### src/rtl/branch_ctrl.sv
// ID-stage branch resolution controller: stalls until the operands are ready, evaluates the
// branch condition, issues a one-cycle redirect on taken branches and keeps saturating counters.
module branch_ctrl #(
  parameter int unsigned CNT_W    = 16,
  parameter int unsigned WAIT_MAX = 8
) (
  input  logic             clk,
  input  logic             reset,
  input  logic             br_valid,
  input  logic [2:0]       br_op,
  input  logic [31:0]      rs_val,
  input  logic [31:0]      rt_val,
  input  logic             rs_rdy,
  input  logic             rt_rdy,
  input  logic [31:0]      br_target,
  output logic             stall,
  output logic             redirect,
  output logic [31:0]      redirect_pc,
  output logic             busy,
  output logic             wait_err,
  output logic [CNT_W-1:0] br_cnt,
  output logic [CNT_W-1:0] taken_cnt
);

  localparam int unsigned WC_W = $clog2(WAIT_MAX + 1);
  localparam logic [WC_W-1:0] WAIT_LIM = WC_W'(WAIT_MAX);

  localparam logic [2:0] OP_BEQ  = 3'd1;
  localparam logic [2:0] OP_BNE  = 3'd2;
  localparam logic [2:0] OP_BLEZ = 3'd3;
  localparam logic [2:0] OP_BGTZ = 3'd4;
  localparam logic [2:0] OP_BLTZ = 3'd5;
  localparam logic [2:0] OP_BGEZ = 3'd6;

  typedef enum logic [1:0] {
    S_IDLE,
    S_WAIT,
    S_REDIR
  } state_t;

  state_t state, state_nxt;

  logic [WC_W-1:0] wait_cnt, wait_nxt;
  logic            active, ready, taken, resolve, stall_raw;
  logic            rs_neg, rs_zero;

  assign active  = br_valid && (br_op != 3'd0) && (br_op != 3'd7);
  assign ready   = ((br_op == OP_BEQ) || (br_op == OP_BNE)) ? (rs_rdy && rt_rdy) : rs_rdy;
  assign rs_neg  = rs_val[31];
  assign rs_zero = (rs_val == '0);

  always_comb begin
    taken = 1'b0;
    case (br_op)
      OP_BEQ:  taken = (rs_val == rt_val);
      OP_BNE:  taken = (rs_val != rt_val);
      OP_BLEZ: taken = rs_neg || rs_zero;
      OP_BGTZ: taken = !rs_neg && !rs_zero;
      OP_BLTZ: taken = rs_neg;
      OP_BGEZ: taken = !rs_neg;
      default: taken = 1'b0;
    endcase
  end

  always_comb begin
    state_nxt = state;
    wait_nxt  = wait_cnt;
    stall_raw = 1'b0;
    resolve   = 1'b0;
    case (state)
      S_IDLE: begin
        if (active) begin
          if (ready) begin
            resolve = 1'b1;
          end else begin
            stall_raw = 1'b1;
            state_nxt = S_WAIT;
            wait_nxt  = WC_W'(1);
          end
        end
      end
      S_WAIT: begin
        if (!active) begin
          state_nxt = S_IDLE;
          wait_nxt  = '0;
        end else if (ready) begin
          resolve  = 1'b1;
          wait_nxt = '0;
        end else begin
          stall_raw = 1'b1;
          wait_nxt  = (wait_cnt >= WAIT_LIM) ? WAIT_LIM : wait_cnt + 1'b1;
        end
      end
      S_REDIR: begin
        state_nxt = S_IDLE;
      end
      default: begin
        state_nxt = S_IDLE;
        wait_nxt  = '0;
      end
    endcase
    if (resolve) begin
      state_nxt = taken ? S_REDIR : S_IDLE;
    end
  end

  // Reset forces stall low at once so the front end is released during an abort.
  assign stall = stall_raw && !reset;
  assign busy  = (state != S_IDLE);

  always_ff @(posedge clk or posedge reset) begin
    if (reset) begin
      state       <= S_IDLE;
      wait_cnt    <= '0;
      wait_err    <= 1'b0;
      redirect    <= 1'b0;
      redirect_pc <= '0;
      br_cnt      <= '0;
      taken_cnt   <= '0;
    end else begin
      state    <= state_nxt;
      wait_cnt <= wait_nxt;
      redirect <= (state_nxt == S_REDIR);
      if (stall_raw && (wait_nxt == WAIT_LIM)) begin
        wait_err <= 1'b1;
      end
      if (resolve) begin
        if (br_cnt != '1) begin
          br_cnt <= br_cnt + 1'b1;
        end
        if (taken) begin
          redirect_pc <= br_target;
          if (taken_cnt != '1) begin
            taken_cnt <= taken_cnt + 1'b1;
          end
        end
      end
    end
  end

endmodule

### config.mk
export PLATFORM = sky130hd
export DESIGN_NAME = branch_ctrl
export DESIGN_NICKNAME = d
export VERILOG_FILES = /design/src/rtl/branch_ctrl.sv
export SDC_FILE = /design/constraint.sdc
export NUM_CORES = 1
export LEC_CHECK = 0
export CORE_UTILIZATION = 38
export DETAILED_ROUTE_END_ITERATION = 12
export GPL_ROUTABILITY_DRIVEN = 0
export PLACE_DENSITY = 0.78
export RECOVER_POWER = 100
export SYNTH_ARGS = -nofsm -noshare
export SYNTH_HDL_FRONTEND = slang
export SYNTH_SLANG_ARGS = --single-unit
### constraint.sdc
create_clock -name clk -period 3 [get_ports clk]
set_clock_uncertainty 0.15 [all_clocks]
set_input_delay 0.6 -clock clk [delete_from_list [all_inputs] [get_ports clk]]
set_output_delay 0.6 -clock clk [all_outputs]
set_load 0.01 [all_outputs]
==> flow_summary_export.csv <==
group,metric,value,unit
timing,finalSetupViolCount,0,
clock_network,numCtsBuffers,9,
floorplanning,io_pins,172,
synth,synth_area_per_cell,11.61,um^2
clock_network,cts_buffer_depth,2,
synth,yosys.area.top_type_share,0.4819,
worst_setup_path,critPathLaunchType,"input port",
worst_setup_path,cpMaxStageDelayCell,"clkdlybuf4s50_1",
layout,multi_input_area,0.001783,mm^2
worst_setup_path,crit_top_cell,"and3_1",
layout,seq_area,0.001802,mm^2
route,ant_nets,0,
floorplanning,dieHeight,101.2,um
power,peakVddDrop,0.3469,mV
timing,tightest_slew,1771,ps
hold_path,hold_class,"flop to flop",
layout,nFillCells,822,
worst_setup_path,critPathKind,"input port to output port",
placement,placed_cells,629,
grt,grt_pass1_vias,3313,
floorplanning,rows,35,
timing,period_share,0.9680,
placement,hpwl,7695,um
worst_setup_path,cp_max_fo,4,
route,vias,3148,
timing,finalHoldViolCount,0,
layout,syn2layout_area_growth,57.06,%
power,power.leakage,2.519,nW
worst_setup_path,crit_required,2250,ps
grt,antenna_found_initial,0,
worst_setup_path,path_buf_inv,2,
worst_setup_path,endpoint_kind,"output port",
grt,grt_max_degree,73,
layout,layout.nets,619,
route,drc,0,
timing,finalCriticalPeriod,2904,ps
worst_setup_path,cp.arrival,2150,ps
synth,synthArstFlopShare,1.000,
route,first_iter_violations,62,
clock_network,cts_tree,"yes",
synth,synth_area,0.003739,mm^2
floorplanning,die_area,0.01024,mm^2
timing,fmax,344.3,MHz
worst_setup_path,crit_family,"simple AND/OR/NAND/NOR gates",
flow_run,maxCapViolations,1,
synth,ys_seq_elements,72,
synth,synth_common_cells,"72 x dfrtp_1, 39 x xor2_1, 32 x mux2_2, 25 x xnor2_1, 17 x nor4_1",
synth,synthCells,322,
grt,grt.total_usage,0.1974,
clock_network,clk_pin_slew,70,ps
route,finalWirelength,9739,um
synth,synth_area_leaders,"dfrtp_1 48%, mux2_2 9.6%, xor2_1 9.1%",
route,wl_per_cell,15.10,um
synth,synth_edf_count,0,
synth,syn_nets,430,
layout,num_antenna_cells,0,
route,drt-vias-per-instance,4.881,
synth,ys_types,44,
power,power_density,540.4,mW/mm^2
clock_network,clk_latency,340,ps
synth,yosysTopAreaCell,"dfrtp_1",
status,failed_checks,"capacitance limit, slew limit",
synth,synth_flop_cell,"dfrtp_1",
synth,ys_warn_count,0,
floorplanning,die_w,101.2,um
synth,seq_area_frac_synth,0.4819,
worst_setup_path,path_cells,"clkdlybuf4s50_1 > or3_1 > and3_1 > and3_1 > dlygate4sd2_1",
power,finalPower,3.173,mW
status,status,"finished, violations left",
clock_network,clock-sinks,72,
clock_network,clock-root-buffer,"clkbuf_8",
floorplanning,initial_core_util,0.3989,
worst_setup_path,slowest_delay,490,ps
timing,maxSlewHeadroom,-0.1805,
grt,grt_overflow,0,
floorplanning,core_area,0.009371,mm^2
timing,rsz0062_at_grt,"no",
layout,final_cells,645,
synth,yosysMostFrequentCell,"dfrtp_1",
placement,portBuffers,171,
route,firstDrtPassIters,6,
grt,grt_pass1_wl,15640,um
clock_network,ctsHoldBuffers,0,
clock_network,htree_levels,3,
timing,drv_slew,73,
layout,drive_gt1_frac,0.1550,
[repair_timing]
action                                  4_1_cts  5_1_grt
gates resized for setup                       2        0
endpoints found under the setup margin        1        0
setup buffers                                 0        0
[cell usage in the layout, fill, tap and decap left out, types with 2 or more instances in the layout]
cell type / instances
and2_1: 3
nand3_1: 9
dlygate4sd3_1: 67
or3_1: 3
or4_1: 2
o21ai_0: 2
nand2_1: 14
a31oi_1: 3
and3_1: 10
xor2_1: 39
nand4_1: 14
o31ai_1: 3
ha_1: 4
clkinvlp_4: 2
xnor2_1: 25
mux2_2: 32
inv_1: 7
nor4_1: 17
and2_0: 2
clkdlybuf4s50_1: 103
dfrtp_1: 72
bufinv_16: 2
clkbuf_8: 9
nor3_1: 10
a21oi_1: 3
nand2b_1: 2
clkbuf_1: 2
buf_4: 14
nand3_2: 4
clkbuf_4: 2
a31o_2: 2
nand4b_1: 2
nor2_1: 9
o21ai_2: 2
[state kept, by name, summed over array words and instances, names as in the netlist]
name	cells
wait_cnt	4
taken_cnt	16
br_cnt	16
wait_err	1
state	2
redirect	1
redirect_pc	32
[layout make-up]
cell class,instances,share of cell area
Clock inverter,6,0.01577
Multi-Input combinational cell,229,0.3036
Inverter,8,0.005327
Clock buffer,10,0.02173
Tap cell,129,0.02749
Sequential cell,72,0.3068
Timing Repair Buffer,191,0.3192
[where the power goes]
group	total (mW)	switching, mW	internal (mW)
clock	0.845	0.372	0.473
sequential	1.33	0.156	1.17
combinational	1.00	0.402	0.598
total	3.17	0.929	2.24
[metal layers]
metal / GRT usage / vias to the layer above / wire [um]
li1: - / 1524 / -
met1: 0.2373 / 1518 / 4105
met2: 0.3469 / 91 / 4916
met3: 0.05452 / 15 / 566
met4: 0.05463 / 0 / 150
met5: 0 / - / 0
[tightest hold or removal path, cell delays in order (launching register included)]
cell and delay, ps:
dfrtp_1 340, inv_1 40, o31ai_1 50
[stage by stage]
step	worst slack, ps	hold slack (ps)	area, um^2	setup TNS, ps	util
5_1_grt	20.23	354.1	5872	0	0.6266
3_5_place_dp	-176.3	319.3	5682	-6415	0.6063
3_3_place_gp	-138.4	326.1	5682	-4900	0.6063
2_1_floorplan	210.9	352.5	3742	0	-
6_report	95.94	326.5	5872	0	0.6266
4_1_cts	103.2	337.8	5906	0	0.6302
[worst paths after layout]
check                           from          to  slack [ps]  cells after the start
max reg2reg                br_cnt[5]   br_cnt[5]         440                      8
min reg2reg                 wait_err    wait_err         330                      2
min in group asynchronous      reset  br_cnt[14]        1130                      3
max in group asynchronous      reset    state[1]         500                      3
max                         br_op[0]       stall         100                      5
min                         wait_err    wait_err         330                      2
[logic make-up after synthesis]
kind of cell    after synthesis  share of synthesized area
compound gates               19                    0.04016
xor+xnor                     64                     0.1499
fa+ha+maj                     4                    0.01339
buf+inv                      21                    0.03715
flops                        72                     0.4819
mux                          34                     0.1031
simple gates                108                     0.1744
(Power assumes the default switching activity.)
